`src/rtl/row_matmul_sequencer.sv`:
```
// row_matmul_sequencer: hands one packed row at a time to a (1,D).(D,D)
// row-by-matrix datapath. It restarts the datapath, waits for its result flag
// under a watchdog, then rescales each 2W-bit lane to W bits with saturation.
// Optional build macro: RELU_SAT_EN. When it is defined, negative lanes are
// clamped to zero after saturation.
module row_matmul_sequencer #(
    parameter int W       = 16,
    parameter int D       = 8,
    parameter int FRAC    = 12,
    parameter int TIMEOUT = 64
) (
    input  logic             clk,
    input  logic             rst,          // asynchronous, active-low
    input  logic [D*W-1:0]   in_data,
    input  logic             in_valid,
    output logic             in_ready,
    output logic             mm_rst,
    output logic [D*W-1:0]   mm_packed_a,
    input  logic [D*2*W-1:0] mm_out_d,
    input  logic             mm_out_v,
    output logic [D*W-1:0]   out_data,
    output logic             out_valid,
    input  logic             out_ready,
    output logic             busy,
    output logic             err_timeout
);

    localparam int WD_W = $clog2(TIMEOUT + 1);

    typedef enum logic [1:0] {
        S_IDLE,
        S_START,
        S_RUN,
        S_HOLD
    } state_t;

    state_t            state_q, state_d;
    logic [WD_W-1:0]   watchdog_q, watchdog_d;
    logic [D*W-1:0]    mm_packed_a_q, mm_packed_a_d;
    logic [D*W-1:0]    out_data_q, out_data_d;
    logic              err_timeout_q, err_timeout_d;
    logic              in_ready_q, in_ready_d;
    logic              mm_rst_q, mm_rst_d;
    logic              out_valid_q, out_valid_d;
    logic              busy_q, busy_d;
    logic [D*W-1:0]    lane_scaled;

    // Per-lane rescale: arithmetic shift (floor), then saturate to signed W.
    for (genvar gi = 0; gi < D; gi++) begin : g_lane
        localparam logic signed [2*W-1:0] MAX_V = {{(W+1){1'b0}}, {(W-1){1'b1}}};
        localparam logic signed [2*W-1:0] MIN_V = {{(W+1){1'b1}}, {(W-1){1'b0}}};
        logic signed [2*W-1:0] acc;
        logic signed [2*W-1:0] shifted;
        logic        [W-1:0]   sat;

        assign acc     = mm_out_d[gi*2*W +: 2*W];
        assign shifted = acc >>> FRAC;
        assign sat     = (shifted > MAX_V) ? {1'b0, {(W-1){1'b1}}} :
                         (shifted < MIN_V) ? {1'b1, {(W-1){1'b0}}} :
                                             shifted[W-1:0];
`ifdef RELU_SAT_EN
        assign lane_scaled[gi*W +: W] = sat[W-1] ? '0 : sat;
`else
        assign lane_scaled[gi*W +: W] = sat;
`endif
    end

    // Next-state, watchdog and datapath-register update logic.
    always_comb begin
        state_d       = state_q;
        watchdog_d    = watchdog_q;
        mm_packed_a_d = mm_packed_a_q;
        out_data_d    = out_data_q;
        err_timeout_d = err_timeout_q;
        case (state_q)
            S_IDLE: begin
                if (in_valid && in_ready_q) begin
                    mm_packed_a_d = in_data;
                    state_d       = S_START;
                end
            end
            S_START: begin
                watchdog_d = '0;
                state_d    = S_RUN;
            end
            S_RUN: begin
                watchdog_d = watchdog_q + WD_W'(1);
                // A zero count marks the first RUN cycle, where the flag may be stale.
                if (mm_out_v && (watchdog_q != '0)) begin
                    out_data_d = lane_scaled;
                    state_d    = S_HOLD;
                end else if (watchdog_d == WD_W'(TIMEOUT)) begin
                    err_timeout_d = 1'b1;
                    state_d       = S_IDLE;
                end
            end
            S_HOLD: begin
                if (out_ready) begin
                    state_d = S_IDLE;
                end
            end
            default: state_d = S_IDLE;
        endcase
        // Handshake and status outputs are registered copies of the next state.
        in_ready_d  = (state_d == S_IDLE);
        mm_rst_d    = (state_d == S_START);
        out_valid_d = (state_d == S_HOLD);
        busy_d      = (state_d != S_IDLE);
    end

    // State and output registers; reset holds the datapath in restart.
    always_ff @(posedge clk or negedge rst) begin
        if (!rst) begin
            state_q       <= S_IDLE;
            watchdog_q    <= '0;
            mm_packed_a_q <= '0;
            out_data_q    <= '0;
            err_timeout_q <= 1'b0;
            in_ready_q    <= 1'b0;
            mm_rst_q      <= 1'b1;
            out_valid_q   <= 1'b0;
            busy_q        <= 1'b0;
        end else begin
            state_q       <= state_d;
            watchdog_q    <= watchdog_d;
            mm_packed_a_q <= mm_packed_a_d;
            out_data_q    <= out_data_d;
            err_timeout_q <= err_timeout_d;
            in_ready_q    <= in_ready_d;
            mm_rst_q      <= mm_rst_d;
            out_valid_q   <= out_valid_d;
            busy_q        <= busy_d;
        end
    end

    assign in_ready    = in_ready_q;
    assign mm_rst      = mm_rst_q;
    assign mm_packed_a = mm_packed_a_q;
    assign out_data    = out_data_q;
    assign out_valid   = out_valid_q;
    assign busy        = busy_q;
    assign err_timeout = err_timeout_q;

endmodule

```
`config.mk`:
```
export PLATFORM = sky130hd
export DESIGN_NAME = row_matmul_sequencer
export DESIGN_NICKNAME = d
export VERILOG_FILES = /design/src/rtl/row_matmul_sequencer.sv
export SDC_FILE = /design/constraint.sdc
export NUM_CORES = 1
export LEC_CHECK = 0
export CAP_MARGIN = 20
export CORE_AREA = 2 2 256 258
export DETAILED_ROUTE_END_ITERATION = 8
export DIE_AREA = 0 0 258 260
export MAX_ROUTING_LAYER = met4
export PLACE_DENSITY = 0.48
export SYNTH_ARGS = -nofsm -noshare
export SYNTH_HDL_FRONTEND = slang
export SYNTH_SLANG_ARGS = --single-unit
```
`constraint.sdc`:
```
create_clock -name clk -period 2 [get_ports clk]
set_input_delay 0.3 -clock clk [delete_from_list [all_inputs] [get_ports clk]]
set_output_delay 0.3 -clock clk [all_outputs]
set_load 0.05 [all_outputs]
```
Yosys cells after proc, flatten, opt, wreduce, memory -nomap -nowiden
Cells that the tools add are included.
Widths: inputs -> output; s select.
{"block": "classes", "n_lt_le_gt_ge": 16, "eq_ne": 6, "muxes": 22, "bitwise_logic": 1, "n_reduce_logical": 10, "n_addsub": 1}
{"operator": "$mux 16", "n": 16}
{"operator": "$gt 20x16->1 const B", "n": 8}
{"operator": "$lt 20x16->1 const B", "n": 8}
{"operator": "$pmux 7 s2", "n": 1}
{"operator": "$mux 2", "n": 4}
{"operator": "$pmux 2 s4", "n": 1}
{"operator": "$add 7x1->7 const B", "n": 1}
{"operator": "$eq 7x7->1 const B", "n": 1}
{"operator": "$reduce_bool 7->1", "n": 1}
{"operator": "$eq 2x2->1 const B", "n": 3}
{"operator": "$eq 2x1->1 const B", "n": 2}
{"operator": "$logic_not 2->1", "n": 2}
{"operator": "$reduce_and 2->1", "n": 2}
{"operator": "$reduce_bool 2->1", "n": 2}
{"operator": "$reduce_and 3->1", "n": 1}
{"operator": "$logic_and 1x1->1", "n": 2}
{"operator": "$not 1->1", "n": 1}
{"block": "word_totals", "wordCells": 65, "ff_bits": 270}

Logic depth before layout (Yosys ltp)
Gate-level depths: netlist of run 1.
{"block": "logic_depth", "word_depth": 6, "ltp_mapped": 9, "depth_no_buf": 7}

Worst setup path before layout of run 1
OpenSTA, ideal clock, no wires.
{"block": "synth_timing", "kind": "register to register", "startpoint": "register watchdog_q[0]", "endpoint": "register busy_q (netlist: busy)", "stages_incl_launch_ff": 7, "path_slack_ps": 44, "arrival_time_ps": 1838, "n_path_buf": 0, "required_ps": 1882, "path_cell_list": "dfrtp_1 > ha_1 > nand2b_2 > a211o_1 > a2111oi_4 > o21ai_1 > a21o_1"}
{"block": "synth_between", "elab_chain_cells": 6, "word_cells_on_any_way": 8, "classes_between": "add/sub (1); eq/ne (1); mux (3); reduce/logical (3)"}
{"element": "from (decl)", "line_no": "38", "source": "logic [WD_W-1:0] watchdog_q, watchdog_d;"}
{"element": "from (signal assigned)", "line_no": "125", "source": "watchdog_q <= watchdog_d;"}
{"element": "$add 7x1->7", "line_no": "87", "source": "watchdog_d = watchdog_q + WD_W'(1);"}
{"element": "$eq 7x7->1", "line_no": "92", "source": "end else if (watchdog_d == WD_W'(TIMEOUT)) begin"}
{"element": "$mux 2", "line_no": "92"}
{"element": "$mux 2 (*)", "line_no": "89", "source": "if (mm_out_v && (watchdog_q != '0)) begin"}
{"element": "$pmux 2 s4 (*)", "line_no": "75", "source": "case (state_q)"}
{"element": "$reduce_bool 2->1 (*)", "line_no": "108", "source": "busy_d = (state_d != S_IDLE);"}
{"element": "net busy_d", "line_no": "45", "source": "logic busy_q, busy_d;"}
{"element": "to (signal assigned)", "line_no": "132", "source": "busy_q <= busy_d;"}
{"element": "to (decl)", "line_no": "45"}
The timed path passes the listed nets; every way through them passes the cells marked *.
A chain may end at the register's enable or synchronous reset.

Worst setup path after layout of run 1
Same ends and word-level chain as after synthesis.

==> results of run 1 <==
[how the worst max path moves through the flow]
stage             startpoint      endpoint  slack, ns  cells after the start
6_report       watchdog_q[0]          busy       0.07                      7
2_1_floorplan  watchdog_q[0]          busy       0.04                      6
5_1_grt        watchdog_q[0]          busy      -0.03                      8
3_3_place_gp   watchdog_q[0]  out_data[62]      -0.15                      8
3_5_place_dp   watchdog_q[0]  out_data[60]      -0.21                      8
4_1_cts        watchdog_q[0]  out_data[66]     -0.001                      8
[state kept, by name, indices dropped and copies added (netlist names)]
name,cells
mm_packed_a,128
out_valid,1
err_timeout,1
watchdog_q,7
out_data,128
mm_rst,1
in_ready,1
state_q,2
busy,1
[through the flow]
step	hold WS [ns]	instances	power (W)
3_3_place_gp	0.335	2338	0.0304
5_1_grt	0.344	2410	0.0367
6_report	0.351	2410	0.0349
2_1_floorplan	0.00441	922	0.0226
4_1_cts	0.327	2400	0.0353
3_5_place_dp	0.333	2339	0.0306
[logic make-up (layout without fill, tap and decap cells)]
logic type	Yosys count	count (layout)	share of synthesized area (%)
AND/OR/NAND/NOR	299	299	11.4
flip-flops	270	270	63.2
AO/OA/AOI/OAI	156	159	8.11
multiplexers	137	137	14.4
buffers and inverters	54	682	2.15
adder cells (fa/ha/maj)	6	6	0.702
other	0	2	0
[cell usage in the layout (no fill, tap or decap), types with 8 or more instances in the layout]
cell type and count:
buf_4 58, clkbuf_8 9, clkbuf_16 35, nand4_1 8, mux2_2 136, nor4_1 8, clkbuf_1 8, clkdlybuf4s50_1 291
buf_12 13, o21ai_0 86, nand2_1 136, nor2_1 128, dlygate4sd2_1 243, dfrtp_1 269, o21ai_1 39
[final cells by class]
class	count	area [um2]
clock buffers	52	1030
clock inverters	6	83.8
inverters	8	30.0
repair buffers	616	5880
well taps	855	1070
flip-flops and latches	270	6760
multi-input cells	601	3830
diodes	2	5.00
fillers	6694	45400
[worst max-delay path, stage by stage (launching register included)]
cell	delay [ns]
dfrtp_1	0.40
ha_1	0.22
nand2b_2	0.18
a211o_1	0.29
a2111oi_4	0.29
buf_4	0.19
o21ai_1	0.07
a21o_1	0.19
[timing repair]
action	CTS	global route
resized for setup	263	38
pin swaps	0	4
endpoints found under the setup margin	320	113
endpoints found under the hold margin	45	0
hold buffers	1	0
buffers inserted	2	4
cloned	1	3
[power by group through the flow]
stage	clock network [W]	registers, W	logic (W)
3_3_place_gp	0	0.00970	0.0207
4_1_cts	0.00643	0.00964	0.0192
2_1_floorplan	0	0.0189	0.00366
3_5_place_dp	0	0.00978	0.0208
6_report	0.00619	0.00958	0.0191
5_1_grt	0.00665	0.00996	0.0201
[layer usage]
| metal | vias to the layer above | global-route usage, % | routed length (um) |
|---|---|---|---|
| met2 | 422 | 20.4 | 20000 |
| met3 | 64 | 4.89 | 4150 |
| met5 | - | - | 0 |
| li1 | 4364 | - | - |
| met1 | 4378 | 13.0 | 15900 |
| met4 | 0 | 3.23 | 964 |
==> metrics, run 1 <==
GRT overflow 0; Reg power frac 27.5%; Required @ worst endpoint 2.41 ns; WL/cell 17.0 um; Placed Area 17,600 um2; Syn Nets 1,317; die width 258 um; worst vdd ir 0.768 mV; Die Height 260 um; htree depth 2; Worst Clk Skew 0.00879 ns; clock latency on the worst-skew pair 0.53 ns; R2R Path Start watchdog_q[0]; largest net degree at the start of global routing 60; final setup fails 0; Final WS setup 0.0686 ns; DRT Wirelength 41.0 mm; cell accounting for the most synthesized area dfrtp_1; Post-synth EDFFs 0; status finished clean; Max Freq 518 MHz; Yosys reg bits 270; CTS buffer count 34; post-synth cell types 40; PD cells 1870 nW/um2; async set-reset flop share out of synthesis 100%; initial antenna violation count 2; Worst EP arrival 2.34 ns; crit start category flip-flop; flop2flop setup slack 0.07 ns; clock tree buffer depth 3; 1st-iter DRT viols 225; vias in the first global route 9,800; Synth top cells by count 269 x dfrtp_1, 136 x mux2_2, 136 x nand2_1; setup TNS 0 ns; first-pass GRT wire length 60.4 mm; Pint 0.0177 W; post-route ant nets 0; switching power share of the total 49.4%; Placer Congestion 0.813; Comb power frac 54.8%; Layout area overhead 74.8%; CTS sink cnt 270; nets@finish 1,926; # DRC 0; I/O pin count 650; fin. max-slew vios 0; Worst Hold Class in2async; Initial Util 16.7%; core area 64,100 um2; DP HPWL 30.9 mm; routed via count 9,228; share of cells above drive strength 1 18.8%; GRT Total Usage 12.0%; RSZ-0062 raised after global routing yes; # rows 93; RR Endpoint busy; via/cell ratio 3.83; utilization after layout 29.1%; Seq/Total Area, Yosys 63.2%; Synth Instances 922; Worst Setup End Kind flip-flop; Clock Power Share 17.7%; TritonRoute pass-1 iters 4; sw power 0.0172 W; Tcrit/Tclk final 96.6%; CTS tree yes; critical path class reg2reg; Cell Area, Synth 10,700 um2; Die ar. 67,100 um2; Pleak 8.55 nW; R2R cell count 7; Avg Synthesized Cell Area 11.6 um2; Primary FF master, synth dfrtp_1; Max-slew headroom 32.5%; design area 18,700 um2; CP max FO 6; Clk Tree Root Cell clkbuf_16; cell with the most instances after synthesis dfrtp_1; clk slew on worst S/H paths 0.06 ns; maxcap violations 0; most area-consuming cells after synthesis dfrtp_1 63%, mux2_2 14%, o21ai_0 5.5%; port bufs 553; slew at the pin with the worst max-slew slack 1.01 ns; dpl ws -0.208 ns; final hold vios 0; Period minus WS final 1.93 ns; synth warn 0; post-synth top area share 63.0%
Power figures use the tool's default switching activity.
==> run 2, diff against run 1 <==
--- a/config.mk
+++ b/config.mk
@@ -9,6 +9,7 @@
 export CORE_AREA = 2 2 256 258
 export DETAILED_ROUTE_END_ITERATION = 8
 export DIE_AREA = 0 0 258 260
+export GPL_ROUTABILITY_DRIVEN = 0
 export MAX_ROUTING_LAYER = met4
 export PLACE_DENSITY = 0.48
 export SYNTH_ARGS = -nofsm -noshare
==> results of run 2 <==
No change in the layout: final DEF, timing and power equal those of run 1.
